File: src/rtl/m_store_buffer.sv
// M-stage store buffer: aligns sw/sh/sb stores into memory lanes, queues them in a
// DEPTH-entry FIFO with optional same-word merging into the youngest entry, and drains over valid/ready.
module m_store_buffer #(
    parameter int DATA_W   = 32,
    parameter int ADDR_W   = 32,
    parameter int DEPTH    = 4,
    parameter bit MERGE_EN = 1'b1
) (
    input  logic                       clk,
    input  logic                       reset,
    input  logic                       st_valid,
    output logic                       st_ready,
    input  logic [1:0]                 st_size,
    input  logic [ADDR_W-1:0]          st_addr,
    input  logic [31:0]                st_data,
    output logic                       st_misalign,
    input  logic [ADDR_W-1:0]          ld_addr,
    output logic                       ld_hit,
    output logic                       mem_valid,
    input  logic                       mem_ready,
    output logic [ADDR_W-1:0]          mem_addr,
    output logic [DATA_W-1:0]          mem_wdata,
    output logic [DATA_W/8-1:0]        mem_byteen,
    output logic [$clog2(DEPTH+1)-1:0] count,
    output logic                       empty,
    output logic                       full
);

    localparam int B  = DATA_W / 8;
    localparam int LB = $clog2(B);
    localparam int PW = (DEPTH > 1) ? $clog2(DEPTH) : 1;
    localparam int CW = $clog2(DEPTH + 1);

    localparam logic [1:0] SZ_NONE = 2'b00;
    localparam logic [1:0] SZ_W    = 2'b01;
    localparam logic [1:0] SZ_H    = 2'b10;
    localparam logic [1:0] SZ_B    = 2'b11;

    localparam logic [ADDR_W-1:0] OFF_MASK = ADDR_W'(B - 1);

    logic [ADDR_W-1:0] r_addr [DEPTH];
    logic [DATA_W-1:0] r_data [DEPTH];
    logic [B-1:0]      r_be   [DEPTH];
    logic [DEPTH-1:0]  r_vld;
    logic [PW-1:0]     r_head;
    logic [PW-1:0]     r_tail;
    logic [CW-1:0]     r_count;

    logic [LB-1:0]     w_off;
    logic [ADDR_W-1:0] w_st_word;
    logic [ADDR_W-1:0] w_ld_word;
    logic              w_misaligned;
    logic [B-1:0]      w_base;
    logic [B-1:0]      w_be;
    logic [DATA_W-1:0] w_rep;
    logic [DATA_W-1:0] w_lane_data;
    logic [DATA_W-1:0] w_bit_mask;
    logic [PW-1:0]     w_youngest;
    logic              w_pop;
    logic              w_merge_cond;
    logic              w_accept;
    logic              w_push;
    logic              w_do_merge;

    function automatic logic [PW-1:0] f_inc(input logic [PW-1:0] p);
        return (p == PW'(DEPTH - 1)) ? '0 : p + 1'b1;
    endfunction

    // Lane alignment: replicate the sized datum across the word, then keep only enabled lanes.
    always_comb begin
        // NOTE: every always_comb output gets a default first so no path can infer a latch.
        w_misaligned = 1'b0;
        w_base       = '0;
        w_rep        = '0;
        w_off        = st_addr[LB-1:0];
        w_st_word    = st_addr & ~OFF_MASK;
        w_ld_word    = ld_addr & ~OFF_MASK;
        case (st_size)
            SZ_W: begin
                w_misaligned = (w_off[1:0] != 2'b00);
                w_base       = B'(4'b1111);
                w_rep        = {(B/4){st_data}};
            end
            SZ_H: begin
                w_misaligned = w_off[0];
                w_base       = B'(2'b11);
                w_rep        = {(B/2){st_data[15:0]}};
            end
            SZ_B: begin
                w_base       = B'(1'b1);
                w_rep        = {B{st_data[7:0]}};
            end
            default: ;
        endcase
        w_be = w_base << w_off;
        for (int i = 0; i < B; i++) begin
            w_bit_mask[8*i +: 8]  = {8{w_be[i]}};
            w_lane_data[8*i +: 8] = w_be[i] ? w_rep[8*i +: 8] : 8'h00;
        end
    end

    assign w_youngest = (r_tail == '0) ? PW'(DEPTH - 1) : r_tail - 1'b1;
    assign mem_valid  = (r_count != '0);
    assign w_pop      = mem_valid & mem_ready;
    assign empty      = (r_count == '0);
    assign full       = (r_count == CW'(DEPTH));
    assign count      = r_count;

    // The youngest entry cannot take a merge when it is also the head being popped this cycle.
    assign w_merge_cond = MERGE_EN && (r_count != '0) && (w_st_word == r_addr[w_youngest])
                          && !((w_youngest == r_head) && w_pop);

    assign st_ready    = !full | w_merge_cond;
    assign st_misalign = st_valid & w_misaligned;
    assign w_accept    = st_valid & st_ready & !w_misaligned & (st_size != SZ_NONE);
    assign w_push      = w_accept & !w_merge_cond;
    assign w_do_merge  = w_accept & w_merge_cond;

    assign mem_addr   = r_addr[r_head];
    assign mem_wdata  = r_data[r_head];
    assign mem_byteen = r_be[r_head];

    always_comb begin
        ld_hit = 1'b0;
        for (int i = 0; i < DEPTH; i++) begin
            if (r_vld[i] && (r_addr[i] == w_ld_word)) begin
                ld_hit = 1'b1;
            end
        end
    end

    always_ff @(posedge clk or posedge reset) begin
        if (reset) begin
            // NOTE: entry storage is reset too, because mem_* read the head entry directly and must be 0 in reset.
            for (int i = 0; i < DEPTH; i++) begin
                r_addr[i] <= '0;
                r_data[i] <= '0;
                r_be[i]   <= '0;
            end
            r_vld   <= '0;
            r_head  <= '0;
            r_tail  <= '0;
            r_count <= '0;
        end else begin
            if (w_push) begin
                r_addr[r_tail] <= w_st_word;
                r_data[r_tail] <= w_lane_data;
                r_be[r_tail]   <= w_be;
                r_vld[r_tail]  <= 1'b1;
                r_tail         <= f_inc(r_tail);
            end
            if (w_do_merge) begin
                r_be[w_youngest]   <= r_be[w_youngest] | w_be;
                r_data[w_youngest] <= (r_data[w_youngest] & ~w_bit_mask) | w_lane_data;
            end
            if (w_pop) begin
                r_vld[r_head] <= 1'b0;
                r_head        <= f_inc(r_head);
            end
            if (w_push && !w_pop) begin
                r_count <= r_count + 1'b1;
            end else if (w_pop && !w_push) begin
                r_count <= r_count - 1'b1;
            end
        end
    end

endmodule

File: config.mk
export PLATFORM = sky130hd
export DESIGN_NAME = m_store_buffer
export DESIGN_NICKNAME = d
export VERILOG_FILES = /design/src/rtl/m_store_buffer.sv
export SDC_FILE = /design/constraint.sdc
export NUM_CORES = 1
export LEC_CHECK = 0
export ABC_AREA = 1
export BUFFER_PORTS_ARGS = -buffer_cell sky130_fd_sc_hd__buf_2
export CAP_MARGIN = 20
export CORE_MARGIN = 2
export CORE_UTILIZATION = 45
export DETAILED_ROUTE_END_ITERATION = 12
export GPL_ROUTABILITY_DRIVEN = 0
export PLACE_DENSITY_LB_ADDON = 0.25
export SYNTH_ARGS = -nofsm -noshare
export SYNTH_HDL_FRONTEND = slang
export SYNTH_SLANG_ARGS = --single-unit
File: constraint.sdc
create_clock -name clk -period 17 [get_ports clk]
set_input_delay 0 -clock clk [delete_from_list [all_inputs] [get_ports clk]]
set_output_delay 0 -clock clk [all_outputs]
set_load 0.02 [all_outputs]
==> results.sh <==
export IMPL_dr_pass1_iters=7
export IMPL_slew_violations=0
export IMPL_setup_viol=0
export IMPL_p_leak_nw=12.2
export IMPL_clk_latency_ns=0.58
export IMPL_yosys_top_cells_area="dfrtp_1 (32%), nand2_1 (22%), nand3_1 (12%)"
export IMPL_synthCells=3521
export IMPL_cts_tree="done"
export IMPL_avgSynthCellArea_um2=6.11
export IMPL_powerDensity_nw_per_um2=219
export IMPL_yosys_area_top_type_share=0.320
export IMPL_post_dp_hpwl_um=52100
export IMPL_synth_largest_area_cell="dfrtp_1"
export IMPL_worst_setup_path_type="reg2reg"
export IMPL_clock_fmax_mhz=156
export IMPL_routedWlPerCell_um=20.8
export IMPL_coreArea_um2=47400
export IMPL_floorplan_initialDensity=0.454
export IMPL_critPathMaxFanout=54
export IMPL_grt_pass1_vias=22100
export IMPL_io_buffers=174
export IMPL_post_cts_resized=0
export IMPL_syn_area_um2=21500
export IMPL_critPathArrivalTime_ns=6.86
export IMPL_clk_pin_slew_worst_paths_ns=0.06
export IMPL_drc=0
export IMPL_grt_max_degree=128
export IMPL_synth_main_ff_cell="dfrtp_1"
export IMPL_synth_common_cells="nand2_1 (1277), nand3_1 (522), o21ai_0 (359)"
export IMPL_period_needed_ns=6.41
export IMPL_worst_setup_path_start_kind="register"
export IMPL_ys_async_sr_fraction=1.00
export IMPL_vias=24700
export IMPL_cts_root_buf="clkbuf_16"
export IMPL_yosysSeqAreaShare=0.320
export IMPL_skew_ns=0.0469
export IMPL_overflow=0
export IMPL_synth_seq_cells=275
export IMPL_grt_pass1_wl_um=133000
export IMPL_hold_violations=0
export IMPL_n_fill_cell=4984
export IMPL_num_nets_final=3679
export IMPL_antennaDiodeCount=0
export IMPL_clock_sinks=275
export IMPL_max_vdd_ir_drop_mv=0.186
export IMPL_rsz0062_at_grt="no"
export IMPL_ys_warn_count=0
export IMPL_cts_buffers=36
export IMPL_grtUsageTotal=0.345
export IMPL_synth_edf_count=0
export IMPL_cts_buffer_depth=3
export IMPL_total_power_mw=5.21
export IMPL_via_per_inst=5.88
export IMPL_h_tree_depth=2
export IMPL_slew_headroom=0.211
export IMPL_worst_pin_slew_ns=1.15
export IMPL_fin_setup_tns_ns=0
export IMPL_die_h_um=223
export IMPL_drive_above_1_share=0.0813
export IMPL_yosysUniqueCellTypes=40
export IMPL_max_cap_viol_count=0
export IMPL_crit_path_end_kind="register"
export IMPL_hold_class="in2reg"
export IMPL_status="completed"
export IMPL_required_ns=17.46
export IMPL_die_x_um=223
export IMPL_io_pins=179
export IMPL_dieArea_um2=49600
export IMPL_num_rows=80
export IMPL_area_growth_pct=10.7
export IMPL_routed_wl_um=87100
export IMPL_drt_iter0_markers=3562
export IMPL_finalCritPeriodShare=0.377
export IMPL_antenna_found_initial=2
export IMPL_yosysMostFrequentCell="nand2_1"
export IMPL_antenna_left=0
-- registers in the layout, summed over array words and instances (netlist names) --
| signal | cells |
|---|---|
| r_data | 128 |
| r_addr | 120 |
| r_be | 16 |
| r_vld | 4 |
| count | 3 |
| r_head | 2 |
| r_tail | 2 |
-- critical path: stages, from the launching register on --
cell	delay, ns
dfrtp_2	0.34
buf_4	0.58
inv_2	0.22
ha_4	0.49
inv_2	0.73
buf_4	0.68
nand3_1	0.19
nand3b_1	0.19
nand2_1	0.07
nor2_1	0.10
nand2_1	0.06
inv_2	0.04
nand2_1	0.05
nor2_1	0.28
nand2_4	0.39
nand2_4	0.61
inv_2	0.14
ha_1	0.26
inv_1	0.12
fa_1	0.42
mux2_2	0.27
-- cell usage in the layout, fill, tap and decap left out, drive strengths merged, types with 3 or more instances in the layout --
| master | synthesis | routed |
|---|---|---|
| a221oi | 11 | 11 |
| inv | 334 | 337 |
| o21ai | 395 | 395 |
| a31oi | 8 | 8 |
| nor3 | 4 | 4 |
| nand4 | 11 | 11 |
| clkbuf | 136 | 56 |
| o211ai | 4 | 4 |
| a2111oi | 5 | 5 |
| nor2 | 154 | 154 |
| dfrtp | 275 | 275 |
| o21a | 3 | 3 |
| xor2 | 27 | 27 |
| o22ai | 106 | 106 |
| buf | 101 | 204 |
| nand2 | 1279 | 1279 |
| nor4 | 14 | 14 |
| dlygate4sd3 | 0 | 32 |
| clkinv | 11 | 11 |
| ha | 17 | 17 |
| nand3b | 12 | 12 |
| nand3 | 526 | 526 |
| xnor2 | 19 | 19 |
| a21oi | 60 | 60 |
-- metrics by stage --
| step | util | area (um^2) | std cells | hold WS [ns] | setup WS (ns) |
|---|---|---|---|---|---|
| after floorplan | - | 21500 | 3522 | 0.117 | 9.42 |
| after global placement | 0.471 | 22400 | 4103 | 0.269 | 10.76 |
| after detailed placement | 0.471 | 22400 | 4103 | 0.272 | 10.78 |
| after CTS | 0.502 | 23800 | 4195 | 0.0366 | 10.76 |
| after global routing | 0.502 | 23800 | 4196 | 0.0823 | 10.42 |
| final | 0.502 | 23800 | 4196 | 0.0493 | 10.59 |
-- layer usage --
| layer | track usage | share of wire |
|---|---|---|
| met5 | 0 | 0.00036 |
| met4 | 0.174 | 0.051 |
| met3 | 0.0763 | 0.12 |
| met2 | 0.526 | 0.44 |
| met1 | 0.461 | 0.39 |
-- repair_timing --
action | CTS | global route
endpoints found under the setup margin | 0 | 0
hold buffers | 32 | 0
setup buffers | 0 | 0
endpoints found under the hold margin | 250 | 0
-- cell type report --
class                           instances  area [um^2]  share of cell area
Multi-Input combinational cell       2665        12300               0.516
Sequential cell                       275         6890               0.289
Timing Repair Buffer                  236         1440              0.0603
Inverter                              345         1320              0.0552
Clock buffer                           56         1060              0.0444
Tap cell                              615          769              0.0323
Clock inverter                          4         56.3             0.00236
-- report_power, final --
group	internal, mW	total [mW]	switching, mW	leakage (nW)
logic	0.943	3.10	2.16	8.12
registers	0.961	1.35	0.388	3.56
clock network	0.442	0.760	0.319	0.542
total	2.35	5.21	2.87	12.2
-- path summary, 6_finish.rpt --
check	slack, ns	cells after the start	endpoint	startpoint
max	10.59	20	count[1]$_DFFE_PP0P_	r_tail[0]$_DFFE_PP0N_
min	0.05	5	r_data[4]$_DFF_PP0_	st_data[4]
max reg2reg	10.59	20	count[1]$_DFFE_PP0P_	r_tail[0]$_DFFE_PP0N_
min reg2reg	0.55	2	r_addr[74]$_DFFE_PP0P_	r_addr[74]$_DFFE_PP0P_
max in group asynchronous	14.76	5	r_head[0]$_DFFE_PP0P_	reset
min in group asynchronous	0.16	3	count[2]$_DFFE_PP0P_	reset
-- logic make-up (layout without fill, tap and decap cells) --
group	after synthesis	after routing	synth area share
simple gates	2002	2002	0.389
buf+inv	582	641	0.112
flops	275	275	0.320
mux	1	1	0.000523
xor+xnor	46	46	0.0187
compound gates	596	596	0.149
other cells	1	2	0.000174
fa+ha+maj	18	18	0.0108
Note: power is estimated with default switching activity, not from simulation.
